## src/rtl/sar_ctrl_param.sv

```systemverilog
// sar_ctrl_param: parametrised successive-approximation ADC controller.
// Drives the sample switch and the DAC trial code, collects comparator decisions
// MSB first, and holds the last completed conversion in result.
//
// Build option: define SAR_AVG_EN so that one accepted start runs 2**AVG_LOG2
// conversions back to back. Their sum is accumulated and result gets the
// truncated mean. Without SAR_AVG_EN each start runs one conversion, AVG_LOG2 is
// only range-checked, and no accumulator is built.
//
// state    | meaning
// ---------+-----------------------------------------------------------------
// S_IDLE   | waiting for start; sample=0, dac_code=0, busy=0
// S_SAMPLE | sample switch closed for SAMPLE_CYCLES cycles
// S_SETTLE | DAC settling on the current trial code for SETTLE_CYCLES cycles
// S_DECIDE | comparator sampled at the end of this cycle; bit idx resolved
module sar_ctrl_param #(
    parameter int WIDTH         = 8,
    parameter int SAMPLE_CYCLES = 2,
    parameter int SETTLE_CYCLES = 1,
    parameter int AVG_LOG2      = 2
) (
    input  logic             clk,
    input  logic             reset,
    input  logic             start,
    input  logic             abort,
    input  logic             cmp,
    output logic             sample,
    output logic [WIDTH-1:0] dac_code,
    output logic             busy,
    output logic             done,
    output logic [WIDTH-1:0] result
);

    // Bad parameter values stop elaboration instead of building a broken counter.
    if (WIDTH < 2 || WIDTH > 16) begin : g_bad_width
        $error("sar_ctrl_param: WIDTH must be 2..16");
    end
    if (SAMPLE_CYCLES < 1) begin : g_bad_sample
        $error("sar_ctrl_param: SAMPLE_CYCLES must be >= 1");
    end
    if (SETTLE_CYCLES < 0) begin : g_bad_settle
        $error("sar_ctrl_param: SETTLE_CYCLES must be >= 0");
    end
    if (AVG_LOG2 < 1 || AVG_LOG2 > 4) begin : g_bad_avg
        $error("sar_ctrl_param: AVG_LOG2 must be 1..4");
    end

    localparam int IDX_W   = $clog2(WIDTH);
    localparam int TMR_MAX = (SAMPLE_CYCLES > SETTLE_CYCLES) ? SAMPLE_CYCLES : SETTLE_CYCLES;
    localparam int TMR_W   = $clog2(TMR_MAX + 1);

    localparam logic [IDX_W-1:0] IDX_TOP     = IDX_W'(WIDTH - 1);
    localparam logic [WIDTH-1:0] TOP_MASK    = {1'b1, {(WIDTH-1){1'b0}}};
    localparam logic [TMR_W-1:0] SAMPLE_LOAD = TMR_W'(SAMPLE_CYCLES - 1);
    localparam logic [TMR_W-1:0] SETTLE_LOAD = TMR_W'((SETTLE_CYCLES > 0) ? SETTLE_CYCLES - 1 : 0);

    typedef enum logic [1:0] {
        S_IDLE   = 2'd0,
        S_SAMPLE = 2'd1,
        S_SETTLE = 2'd2,
        S_DECIDE = 2'd3
    } state_t;

    // With no settle time the trial code is decided in the cycle it is applied.
    localparam state_t S_TRIAL = (SETTLE_CYCLES == 0) ? S_DECIDE : S_SETTLE;

    state_t           state;
    logic [IDX_W-1:0] idx;
    logic [TMR_W-1:0] tmr;

    logic [WIDTH-1:0] bit_mask;
    logic [WIDTH-1:0] next_mask;
    logic [WIDTH-1:0] decided;

`ifdef SAR_AVG_EN
    localparam int ACC_W = WIDTH + AVG_LOG2;

    logic [AVG_LOG2-1:0] conv_cnt;
    logic [ACC_W-1:0]    acc;
    logic [ACC_W-1:0]    acc_sum;
    logic [WIDTH-1:0]    avg_result;

    // Running sum including the conversion that is finishing this cycle.
    always_comb begin
        acc_sum    = acc + ACC_W'(decided);
        avg_result = WIDTH'(acc_sum >> AVG_LOG2);
    end
`endif

    // dac_code holds the decided upper bits plus the trial bit at idx;
    // a 0 from the comparator simply clears the trial bit.
    always_comb begin
        bit_mask  = WIDTH'(1) << idx;
        next_mask = WIDTH'(1) << (idx - IDX_W'(1));
        decided   = cmp ? dac_code : (dac_code & ~bit_mask);
    end

    // Sequencer: phase timing, bit-by-bit decisions, result capture and handshake.
    always_ff @(posedge clk) begin
        if (reset) begin
            state    <= S_IDLE;
            idx      <= '0;
            tmr      <= '0;
            sample   <= 1'b0;
            dac_code <= '0;
            busy     <= 1'b0;
            done     <= 1'b0;
            result   <= '0;
`ifdef SAR_AVG_EN
            conv_cnt <= '0;
            acc      <= '0;
`endif
        end else begin
            done <= 1'b0;
            if (state != S_IDLE && abort) begin
                // Drop the conversion in flight; result keeps the previous value.
                state    <= S_IDLE;
                idx      <= '0;
                tmr      <= '0;
                sample   <= 1'b0;
                dac_code <= '0;
                busy     <= 1'b0;
`ifdef SAR_AVG_EN
                conv_cnt <= '0;
                acc      <= '0;
`endif
            end else begin
                case (state)
                    S_IDLE: begin
                        if (start) begin
                            state    <= S_SAMPLE;
                            sample   <= 1'b1;
                            busy     <= 1'b1;
                            tmr      <= SAMPLE_LOAD;
                            idx      <= IDX_TOP;
                            dac_code <= '0;
`ifdef SAR_AVG_EN
                            conv_cnt <= '0;
                            acc      <= '0;
`endif
                        end
                    end

                    S_SAMPLE: begin
                        if (tmr == '0) begin
                            state    <= S_TRIAL;
                            sample   <= 1'b0;
                            dac_code <= TOP_MASK;
                            tmr      <= SETTLE_LOAD;
                        end else begin
                            tmr <= tmr - TMR_W'(1);
                        end
                    end

                    S_SETTLE: begin
                        if (tmr == '0) begin
                            state <= S_DECIDE;
                        end else begin
                            tmr <= tmr - TMR_W'(1);
                        end
                    end

                    S_DECIDE: begin
                        if (idx != '0) begin
                            state    <= S_TRIAL;
                            idx      <= idx - IDX_W'(1);
                            dac_code <= decided | next_mask;
                            tmr      <= SETTLE_LOAD;
`ifdef SAR_AVG_EN
                        end else if (conv_cnt != '1) begin
                            // Next conversion of the batch starts with a fresh sample.
                            state    <= S_SAMPLE;
                            conv_cnt <= conv_cnt + AVG_LOG2'(1);
                            acc      <= acc_sum;
                            sample   <= 1'b1;
                            tmr      <= SAMPLE_LOAD;
                            idx      <= IDX_TOP;
                            dac_code <= '0;
                        end else begin
                            state    <= S_IDLE;
                            result   <= avg_result;
                            done     <= 1'b1;
                            busy     <= 1'b0;
                            dac_code <= '0;
                            idx      <= '0;
                            conv_cnt <= '0;
                            acc      <= '0;
                        end
`else
                        end else begin
                            state    <= S_IDLE;
                            result   <= decided;
                            done     <= 1'b1;
                            busy     <= 1'b0;
                            dac_code <= '0;
                            idx      <= '0;
                        end
`endif
                    end

                    default: begin
                        state <= S_IDLE;
                    end
                endcase
            end
        end
    end

endmodule

```

## config.mk

```make
export PLATFORM = sky130hd
export DESIGN_NAME = sar_ctrl_param
export DESIGN_NICKNAME = d
export VERILOG_FILES = /design/src/rtl/sar_ctrl_param.sv
export SDC_FILE = /design/constraint.sdc
export NUM_CORES = 1
export LEC_CHECK = 0
export ABC_AREA = 1
export BUFFER_PORTS_ARGS = -buffer_cell sky130_fd_sc_hd__buf_2
export CAP_MARGIN = 20
export CORE_UTILIZATION = 30
export DETAILED_ROUTE_END_ITERATION = 8
export PLACE_DENSITY = 0.47
export SLEW_MARGIN = 30
export SYNTH_ARGS = -nofsm -noshare
export SYNTH_HDL_FRONTEND = slang
export SYNTH_SLANG_ARGS = --single-unit
```

## constraint.sdc

```tcl
create_clock -name clk -period 1.12 [get_ports clk]
set_input_delay 0.112 -clock clk [delete_from_list [all_inputs] [get_ports clk]]
set_output_delay 0.112 -clock clk [all_outputs]
set_load 0.03 [all_outputs]
```

==> results.md, run 1 <==
- Total GRT Usage: 0.170
- Setup WS pre-CTS: -0.0800 ns
- Slew Viols, Final: 0
- Mux cell area share after synthesis: 0
- Top post-synthesis cells by area: dfxtp_1 (39%), nand2_1 (18%), nor2_1 (6.8%), a21oi_1 (5.7%), inv_1 (4.8%)
- Worst Hold Class: in -> reg
- Critical path peak fanout: 4
- CP Buf/Inv Count: 3
- Finish-stage setup viols: 21
- Status: complete, but fails checks
- Synth Area in Adders: 0.0284
- Worst r2r src: state[1]$_SDFFE_PP0P_
- Antenna violations before repair: 0
- Final Hold Vio Count: 0
- Reg-to-reg slack, setup: -0.08 ns
- Die footprint: around 0.0047 mm^2
- CTS tree: built
- Fmax: around 830 MHz
- Synth area leader: dfxtp_1
- Routed len/inst: roughly 12 um
- Cells after Synth: 191
- Largest net degree at the start of global routing: 16
- Critical Path AT: about 1.4 ns
- GPL Wtd Cong: 0.849
- Worst Hold End: idx[1]$_SDFFE_PP0P_
- Area Growth Syn to Fin: 42.7%
- Clock Sinks: 26
- Leak pwr: 0.888 nW
- Largest stage delay, worst path: 0.35 ns
- CP Capture Type: flop
- Top Family by Delay on Critical Path: flip-flops
- Starting Density: 0.321
- Vias per Instance: ~4.7
- H-Tree Depth: 1
- DP HPWL: between 2 and 3 mm
- Fin nets: 251
- Largest family of logic cells by synthesized area: simple AND/OR/NAND/NOR gates
- Xor/xnor cell area share of the yosys netlist: 0
- Peak supply drop: 1.16 mV
- Worst path cell trace: buf_12 > nor2_4 > inv_2 > a21oi_4 > buf_6 > nand2_2 > nor2_1
- Total routed wirelength: approximately 3.5 mm
- Layout cell share with drive strength beyond 1: 0.384
- Post-route setup slack: -0.0778 ns
- Global-route wire length before repair: 5.78 mm
- Worst path slowest cell: dfxtp_2
- # IOs: 24
- Worst r2r path cells: 7
- Worst Skew: ~0.0006 ns
- Post-route minimum period: approximately 1.2 ns
- Syn nets: around 200
- Ys Warns: 0
- Via count: approximately 1400
- Root buf cell: clkbuf_8
- Synth Register Bits: 26
- Number of inserted diodes: 0
- IO Port Bufs: 23
- Slew margin rel.: 0.830
- Post-DRT Antenna Nets: 0
- Post-route clock period utilization: 1.07
- Critical R2R Capture: tmr[1]$_SDFFE_PP0P_
- Synth cell types: 21
- Synthesized area per cell: slightly below 7 um^2
- Worst Setup Start Kind: flop
- Synthesized area: roughly 0.0013 mm^2
- Synth Area in Compound Gates: 0.132
- Yosys top cell area share: 0.394
- Power Dens Cells: ~2400 mW/mm^2
- Hold path cells: 4
- Worst slew pin tran: approximately 0.25 ns
- Core area: roughly 0.004 mm^2
- Starting DRT DRC Count: 27
- Vias in the first global route: approximately 1300
- Failing checks: negative setup slack
- CTS buffer count: 3
- RSZ-0062 raised after global routing: true
- Post-layout util: 0.458
- Number of remaining DRC errors: 0
- CTS max path bufs: 2
- Placement Rows: 23
- Seq/Total Area, Yosys: 0.394
- Gr ovfl total: 0
- Clk slew on worst S/H paths: around 0.090 ns
- Max-Cap Viols: 0
- Hold path start: reset
- Synth Area in Simple Gates: 0.355
- Die height: about 70 um
- CP Class: reg -> reg
- Worst-Skew Late Latency: 0.27 ns
- Hold buffer count at cts: 0
- Pre-Repair DR Iteration Count: 4
- Die width: 68.3 um
- Crit path required time: approximately 1.3 ns
## synthesized netlist by cell type
cell	n
nor2_4	2
a21oi_1	15
inv_1	17
a21oi_4	1
nand2_2	1
nand4_1	8
nor2_2	2
o21ai_1	2
dfxtp_1	26
nand3_4	1
o22ai_1	1
o21ai_0	8
a21oi_2	3
ha_1	3
nor2_1	24
nand3b_1	1
nand3_1	6
buf_6	3
nand2_1	62
buf_2	2
inv_2	3
## area by class of cell
type	instances	area [um^2]
clock buffers	3	41.3
clock inverters	1	30.0
fillers	443	2230
inverters	20	77.6
multi-input cells	141	783
flip-flops and latches	26	531
well taps	50	62.6
repair buffers	51	358
## worst max-delay path by stage
stage                     depth (start not counted)  slack [ns]             startpoint                       end
after detailed placement                          6       -0.08    idx[1]$_SDFFE_PP0P_    result[0]$_SDFFE_PP0P_
after CTS                                         7       -0.07  state[1]$_SDFFE_PP0P_  dac_code[7]$_SDFFE_PP0P_
after global routing                              8       -0.15    idx[1]$_SDFFE_PP0P_       tmr[1]$_SDFFE_PP0P_
final                                             7       -0.08  state[1]$_SDFFE_PP0P_       tmr[1]$_SDFFE_PP0P_
after floorplan                                   9      -0.004  state[0]$_SDFFE_PP0P_    result[0]$_SDFFE_PP0P_
after global placement                            7        -0.1    idx[2]$_SDFFE_PP0P_  dac_code[4]$_SDFFE_PP0P_
## cells in the final DEF, fill, tap and decap left out, drive strengths merged
cell type	synthesis	routed
buf	5	51
o21ai	10	10
clkbuf	0	3
a21oi	19	19
o22ai	1	1
nor2	28	29
inv	20	20
dfxtp	26	26
nand4	8	8
bufinv	0	1
ha	3	3
nand3	7	7
nand3b	1	1
nand2	63	63
## layer usage
layer,vias up,track usage,wire (um)
met4,0,0.0547,46
met1,609,0.223,1730
li1,720,-,-
met2,30,0.270,1510
met3,5,0.0417,181
met5,-,0,0
## worst min-delay path, cell delays in order
cell and delay (ns):
buf_2 0.11, a21oi_4 0.05, o21ai_0 0.07, a21oi_1 0.04
## registers in the layout, indices dropped and copies added (netlist names)
register,flops
sample,1
done,1
tmr,2
idx,3
result,8
busy,1
dac_code,8
state,2
## logic make-up after synthesis
logic type / after synthesis
simple gates: 107
fa+ha+maj: 3
buf+inv: 25
flops: 26
compound gates: 30
## power by group
part | switching (mW) | internal (mW) | total [mW]
sequential | 0.147 | 1.12 | 1.27
clock | 0.296 | 0.478 | 0.774
combinational | 1.33 | 1.06 | 2.39
total | 1.77 | 2.66 | 4.43
## what timing repair did
action	4_1_cts	5_1_grt
gates cloned	1	0
setup buffers	3	1
pin swaps	11	6
endpoints found under the setup margin	26	26
resized for setup	20	10
## stage by stage
| stage | cells | setup TNS, ns | hold WS [ns] | instance area, um^2 | total power, mW |
|---|---|---|---|---|---|
| 2_1_floorplan | 191 | -0.0460 | 0.259 | 1350 | 2.54 |
| 3_3_place_gp | 283 | -1.70 | 0.437 | 1690 | 3.33 |
| 3_5_place_dp | 283 | -1.62 | 0.443 | 1690 | 3.33 |
| 4_1_cts | 291 | -0.813 | 0.143 | 1850 | 4.34 |
| 5_1_grt | 292 | -2.47 | 0.163 | 1880 | 4.79 |
| 6_report | 292 | -0.615 | 0.154 | 1880 | 4.43 |
No activity file was read; power rests on OpenSTA's default activity.
==> run 2, diff against run 1 <==
--- a/config.mk
+++ b/config.mk
@@ -5,12 +5,11 @@
 export SDC_FILE = /design/constraint.sdc
 export NUM_CORES = 1
 export LEC_CHECK = 0
-export ABC_AREA = 1
 export BUFFER_PORTS_ARGS = -buffer_cell sky130_fd_sc_hd__buf_2
 export CAP_MARGIN = 20
 export CORE_UTILIZATION = 30
 export DETAILED_ROUTE_END_ITERATION = 8
-export PLACE_DENSITY = 0.47
+export PLACE_DENSITY = 0.57
 export SLEW_MARGIN = 30
 export SYNTH_ARGS = -nofsm -noshare
 export SYNTH_HDL_FRONTEND = slang
==> run 2 against run 1 <==
The flow still finishes with violations (negative setup slack). Wire length grew 9.9%. Via count up 4.5%. Fmax is 7.2% lower. Setup slack got worse by 0.093 ns. Sequential share of layout area down 1.3 points. Core utilization grew 0.51 points. Sequential power shrank 7%.
==> results.md, run 2 <==
- Fin nets: between 200 and 250
- Critical path peak fanout: 6
- Worst slew pin tran: 0.381 ns
- # IOs: 24
- Synthesized area: between 0.001 and 0.0015 mm^2
- Starting DRT DRC Count: ~120
- Seq/Total Area, Yosys: 0.381
- Hold buffer count at cts: 0
- Via count: roughly 1400
- DP HPWL: 2.72 mm
- Leak pwr: approximately 0.8 nW
- Layout cell share with drive strength beyond 1: 0.509
- Post-route minimum period: 1.29 ns
- Vias per Instance: between 5 and 6
- Most common cell after layout, fill and taps aside: buf_4
- GPL Wtd Cong: roughly 0.78
- CP Class: reg -> reg
- Syn nets: around 170
- Worst r2r path cells: 6
- Core area: between 0.004 and 0.005 mm^2
- Top flop regs: dac_code: 8 flops, result: 8 flops, idx: 3 flops
- Starting Density: 0.314
- Die footprint: around 0.0048 mm^2
- Worst path slowest cell: dfxtp_2
- CTS max path bufs: 2
- RSZ-0062 raised after global routing: true
- Peak supply drop: roughly 0.86 mV
- Hold path start: reset
- Max-Cap Viols: 0
- Worst r2r src: tmr[0]$_SDFFE_PP0P_
- Largest net degree at the start of global routing: 15
- Worst Hold End: result[5]$_SDFFE_PP0P_
- Die height: about 70 um
- Worst Setup Start Kind: flop
- Synthesized area per cell: approximately 8.5 um^2
- Critical Path AT: around 1.5 ns
- Antenna violations before repair: 0
- Clock Sinks: 26
- Worst path cell trace: inv_2 > ha_4 > nor4b_4 > a22oi_2 > buf_6 > o221ai_2
- IO Port Bufs: 23
- Fillers: 417
- Synth cell types: 44
- Power Dens Cells: between 1500 and 2000 mW/mm^2
- Post-route clock period utilization: 1.15
- Slew margin rel.: 0.745
- Top post-synthesis cells by area: dfxtp_1 (38%), o21ai_0 (6.6%), a21oi_1 (4.8%), inv_1 (3.0%), ha_1 (2.7%)
- Crit path required time: about 1.3 ns
- Yosys top cell area share: 0.381
- Worst Hold Class: in -> reg
- Global-route wire length before repair: about 6.3 mm
- Finish-stage setup viols: 24
- Vias in the first global route: about 1400
- Count leader, synth: dfxtp_1
- Hold path cells: 3
- Pre-Repair DR Iteration Count: 4
- Synth area leader: dfxtp_1
- Clk slew on worst S/H paths: 0.09 ns
- Total routed wirelength: 3.81 mm
- Die width: around 70 um
- Reg-to-reg slack, setup: -0.17 ns
- Number of remaining DRC errors: 0
- CP Capture Type: flop
- Ys Warns: 0
- H-Tree Depth: 1
- Slew Viols, Final: 0
- Status: complete, but fails checks
- Placed Cells: roughly 260
- Finished Layout Cells: 264
- Number of enable flip-flop cells after synthesis: 0
- Gr ovfl total: 0
- Post-layout util: 0.463
- Synth Register Bits: 26
- Routed len/inst: 14.4 um
- CTS tree: built
- Root buf cell: clkbuf_8
- Cells after Synth: between 150 and 200
- Fraction of registers with async set/reset: 0
- Critical R2R Capture: dac_code[2]$_SDFFE_PP0P_
- Ys flop type: dfxtp_1
- Commonest non-fill, non-tap cells in the layout: buf_4 (32), buf_2 (23), dfxtp_1 (17)
- Commonest cells in the netlist: dfxtp_1 (26), o21ai_0 (18), a21oi_1 (13)
- Post-DRT Antenna Nets: 0
- Worst-Skew Late Latency: roughly 0.27 ns
- Number of inserted diodes: 0
- Fmax: approximately 770 MHz
- CTS buffer count: 3
- Largest stage delay, worst path: about 0.34 ns
- Top Family by Delay on Critical Path: flip-flops
- Worst Skew: between 0.005 and 0.006 ns
- CP Buf/Inv Count: 2
- Total GRT Usage: 0.156
- Final Hold Vio Count: 0
- Failing checks: negative setup slack
- Placement Rows: 24
- Area Growth Syn to Fin: 47.3%
- Post-route setup slack: -0.171 ns
- Fin Hold WS: between 0.15 and 0.2 ns
==> run 2: cell count changes in the layout (fill, tap and decap cells not counted), sizes merged, moves of 3 or more <==
cell and change:
or4 +3, o221ai +3, a211oi +4, buf +10, nor2 -25, nand2 -55
nand4b +3, o21ai +9, inv -9, a21oi -6
==> run 2: worst max-delay path by stage <==
stage | from | endpoint | slack [ns] | cells after the start
floorplan | idx[1]$_SDFFE_PP0P_ | result[4]$_SDFFE_PP0P_ | -0.08 | 4
global placement | idx[1]$_SDFFE_PP0P_ | result[1]$_SDFFE_PP0P_ | -0.16 | 4
detailed placement | state[0]$_SDFFE_PP0P_ | result[2]$_SDFFE_PP0P_ | -0.16 | 4
CTS | state[1]$_SDFFE_PP0P_ | dac_code[7]$_SDFFE_PP0P_ | -0.14 | 3
global route | tmr[0]$_SDFFE_PP0P_ | dac_code[1]$_SDFFE_PP0P_ | -0.21 | 6
finish | tmr[0]$_SDFFE_PP0P_ | dac_code[2]$_SDFFE_PP0P_ | -0.17 | 6
==> run 2: layer usage <==
metal / share of wire / vias up / GRT usage
met5: 0 / - / 0
li1: - / 707 / -
met4: 0.0021 / 0 / 0.00680
met2: 0.48 / 33 / 0.276
met1: 0.47 / 683 / 0.201
met3: 0.047 / 2 / 0.0407
==> run 2: where the power goes <==
| group | internal, mW | switching (mW) |
|---|---|---|
| clock network | 0.314 | 0.298 |
| registers | 1.03 | 0.152 |
| logic | 0.669 | 0.626 |
| total | 2.01 | 1.07 |
==> run 2: worst min-delay path, delay by kind of cell <==
kind / cells / cell delay, ns
buf+inv: 2 / 0.28
compound gates: 1 / 0.03
==> run 2: stage by stage <==
step	power [mW]	area (um^2)	TNS, ns	worst slack, ns
global placement	2.25	1790	-2.28	-0.162
global route	3.26	2010	-3.95	-0.212
floorplan	1.83	1440	-0.495	-0.0846
detailed placement	2.25	1790	-2.52	-0.157
CTS	2.96	1910	-2.12	-0.142
finish	3.09	2010	-2.63	-0.171
==> run 2: logic make-up (layout without fill, tap and decap cells) <==
family,count (synthesis),count (layout),share of synthesized area
compound gates,53,53,0.242
xor+xnor,1,1,0.00641
fa+ha+maj,3,3,0.0275
buf+inv,24,76,0.0778
flops,26,26,0.381
mux,2,2,0.0146
simple gates,51,51,0.252
==> run 2: area by class of cell <==
cell class              instances  area, um^2  area share
clock buffers                   4        55.1      0.0273
inverters                      11        41.3      0.0205
multi-input cells             110         888       0.441
flip-flops and latches         26         542       0.269
well taps                      52        65.1      0.0323
repair buffers                 61         423       0.210
==> run 2: timing repair <==
item,in CTS,in global routing
pin swaps,7,4
cloned,0,0
buffers inserted,3,3
resized for setup,17,24
endpoints found under the setup margin,24,25
==> run 3, diff against run 2 <==
--- a/config.mk
+++ b/config.mk
@@ -7,6 +7,7 @@
 export LEC_CHECK = 0
 export BUFFER_PORTS_ARGS = -buffer_cell sky130_fd_sc_hd__buf_2
 export CAP_MARGIN = 20
+export CORE_ASPECT_RATIO = 1.25
 export CORE_UTILIZATION = 30
 export DETAILED_ROUTE_END_ITERATION = 8
 export PLACE_DENSITY = 0.57
==> run 3 against run 2 <==
The run still ends with negative setup slack left. Wire length up 6.7%. Worst hold slack better by 0.043 ns. Sequential share of layout area down 2.1 points. Clock power down 9.5%. Cell area up 9.1%. Clock skew about the same. Critical endpoint is now dac_code[7]$_SDFFE_PP0P_. Largest cell class unchanged. Largest power group unchanged.
==> results.md, run 3 (synthesis gave the netlist of run 2 again) <==
- Status: complete, but fails checks
- Failing checks: negative setup slack
- Worst-Skew Late Latency: 0.27 ns
- Fin nets: 231
- RSZ-0062 raised after global routing: true
- Max-Cap Viols: 0
- IO Port Bufs: 23
- Comb pwr share: 0.478
- Worst path cell trace: buf_12 > or3b_4 > and3b_1 > a211oi_2
- Worst path slowest cell: or3b_4
- Gr ovfl total: 0
- Layout cell share with drive strength beyond 1: 0.541
- Post-route setup slack: -0.226 ns
- Total GRT Usage: 0.165
- Final Hold Vio Count: 0
- Slew margin rel.: 0.796
- Sw Ratio: 0.353
- Vias in the first global route: between 1000 and 1500
- Via count: between 1000 and 1500
- Area Growth Syn to Fin: 60.8%
- Slew Viols, Final: 0
- Post-route minimum period: roughly 1.3 ns
- Power Dens Cells: 1510 mW/mm^2
- Fmax: between 700 and 800 MHz
- Seq. cell area: 544 um^2
- Die width: slightly above 60 um
- Leak pwr: around 0.9 nW
- Root buf cell: clkbuf_8
- Worst Skew: around 0.0055 ns
- Placement Rows: 27
- Worst Setup Start Kind: flop
- Largest net degree at the start of global routing: 15
- Number of inserted diodes: 0
- CP Capture Type: flop
- Fillers: slightly above 400
- Critical path peak fanout: 6
- Worst slew pin tran: a little over 0.3 ns
- Setup WS pre-CTS: -0.223 ns
- Pre-Repair DR Iteration Count: 4
- Number of remaining DRC errors: 0
- Crit path required time: roughly 1.3 ns
- Overall Power: about 3.3 mW
- Die footprint: just under 0.005 mm^2
- Peak supply drop: between 0.6 and 0.7 mV
- Internal power: between 2 and 2.5 mW
- Worst Hold Class: in -> reg
- Hold buffer count at cts: 0
- Routed len/inst: ~15 um
- Die height: a little under 80 um
- DP HPWL: approximately 2.7 mm
- Vias per Instance: 5.15
- CP Class: reg -> reg
- Sw power: 1.17 mW
- CTS buffer count: 3
- Post-DRT Antenna Nets: 0
- Top flop regs: dac_code: 8 flops, result: 8 flops, idx: 3 flops
- Finish-stage setup viols: 26
- CTS max path bufs: 2
- Post-route clock period utilization: 1.20
- Total routed wirelength: between 4 and 5 mm
- Multi-input combinational cell area: roughly 950 um^2
- CP Buf/Inv Count: 1
- Clk slew on worst S/H paths: 0.10 ns
- Register share of total power: 0.355
- Starting Density: 0.311
- Core area: about 0.0044 mm^2
- GPL Wtd Cong: a little over 0.8
- H-Tree Depth: 1
- Largest stage delay, worst path: ~0.41 ns
- Clock Power Share: 0.167
- Clock Sinks: 26
- # IOs: 24
- Antenna violations before repair: 0
- Commonest non-fill, non-tap cells in the layout: buf_4 (37), buf_2 (23), dfxtp_1 (17)
- Starting DRT DRC Count: 55
- Critical Path AT: ~1.5 ns
- Global-route wire length before repair: approximately 6.4 mm
- CTS tree: built
- Most common cell after layout, fill and taps aside: buf_4
- Top Family by Delay on Critical Path: simple AND/OR/NAND/NOR gates
## run 3: final cells by class
class,instances,area share
clock buffer,4,0.0205
inverter,11,0.0188
multi-input combinational,110,0.433
sequential,26,0.248
tap,58,0.0330
timing repair buffer,71,0.247
## run 3: path summary, 6_finish.rpt
| kind | startpoint | end | slack (ns) | depth (start not counted) |
|---|---|---|---|---|
| max | state[0]$_SDFFE_PP0P_ | dac_code[7]$_SDFFE_PP0P_ | -0.23 | 4 |
| min | reset | result[2]$_SDFFE_PP0P_ | 0.24 | 3 |
| max reg2reg | state[0]$_SDFFE_PP0P_ | dac_code[7]$_SDFFE_PP0P_ | -0.23 | 4 |
| min reg2reg | busy$_SDFFE_PP0P_ | busy$_SDFFE_PP0P_ | 0.47 | 2 |
## run 3: stage by stage
step | util | setup TNS [ns] | cell area, um^2 | hold slack [ns] | std cells
after detailed placement | 0.415 | -3.29 | 1820 | 0.464 | 263
after floorplan | - | -0.495 | 1440 | 0.290 | 160
final | 0.501 | -3.64 | 2200 | 0.240 | 280
after global routing | 0.501 | -5.12 | 2200 | 0.247 | 280
after CTS | 0.480 | -3.40 | 2110 | 0.225 | 278
after global placement | 0.415 | -2.86 | 1820 | 0.465 | 263
## run 3: power groups by stage
stage / clock, mW / combinational (mW) / sequential, mW
2_1_floorplan: 0 / 0.656 / 1.18
3_3_place_gp: 0 / 1.11 / 1.18
5_1_grt: 0.601 / 1.71 / 1.20
3_5_place_dp: 0 / 1.11 / 1.19
6_report: 0.554 / 1.58 / 1.18
4_1_cts: 0.570 / 1.43 / 1.17
## run 3: worst min-delay path: stages
cell	delay [ns]
buf_2	0.14
buf_4	0.17
a21oi_1	0.04
## run 3: layer usage
layer | part of all wire | track usage | vias up
met5 | 0 | 0 | -
met4 | 0.017 | 0.0605 | 0
met3 | 0.020 | 0.0162 | 6
met2 | 0.55 | 0.316 | 26
met1 | 0.42 | 0.187 | 683
li1 | - | - | 727
## run 3: what timing repair did
item,in CTS,in global routing
endpoints found under the setup margin,26,26
setup buffers,11,3
gates resized for setup,36,20
pin swaps,6,6
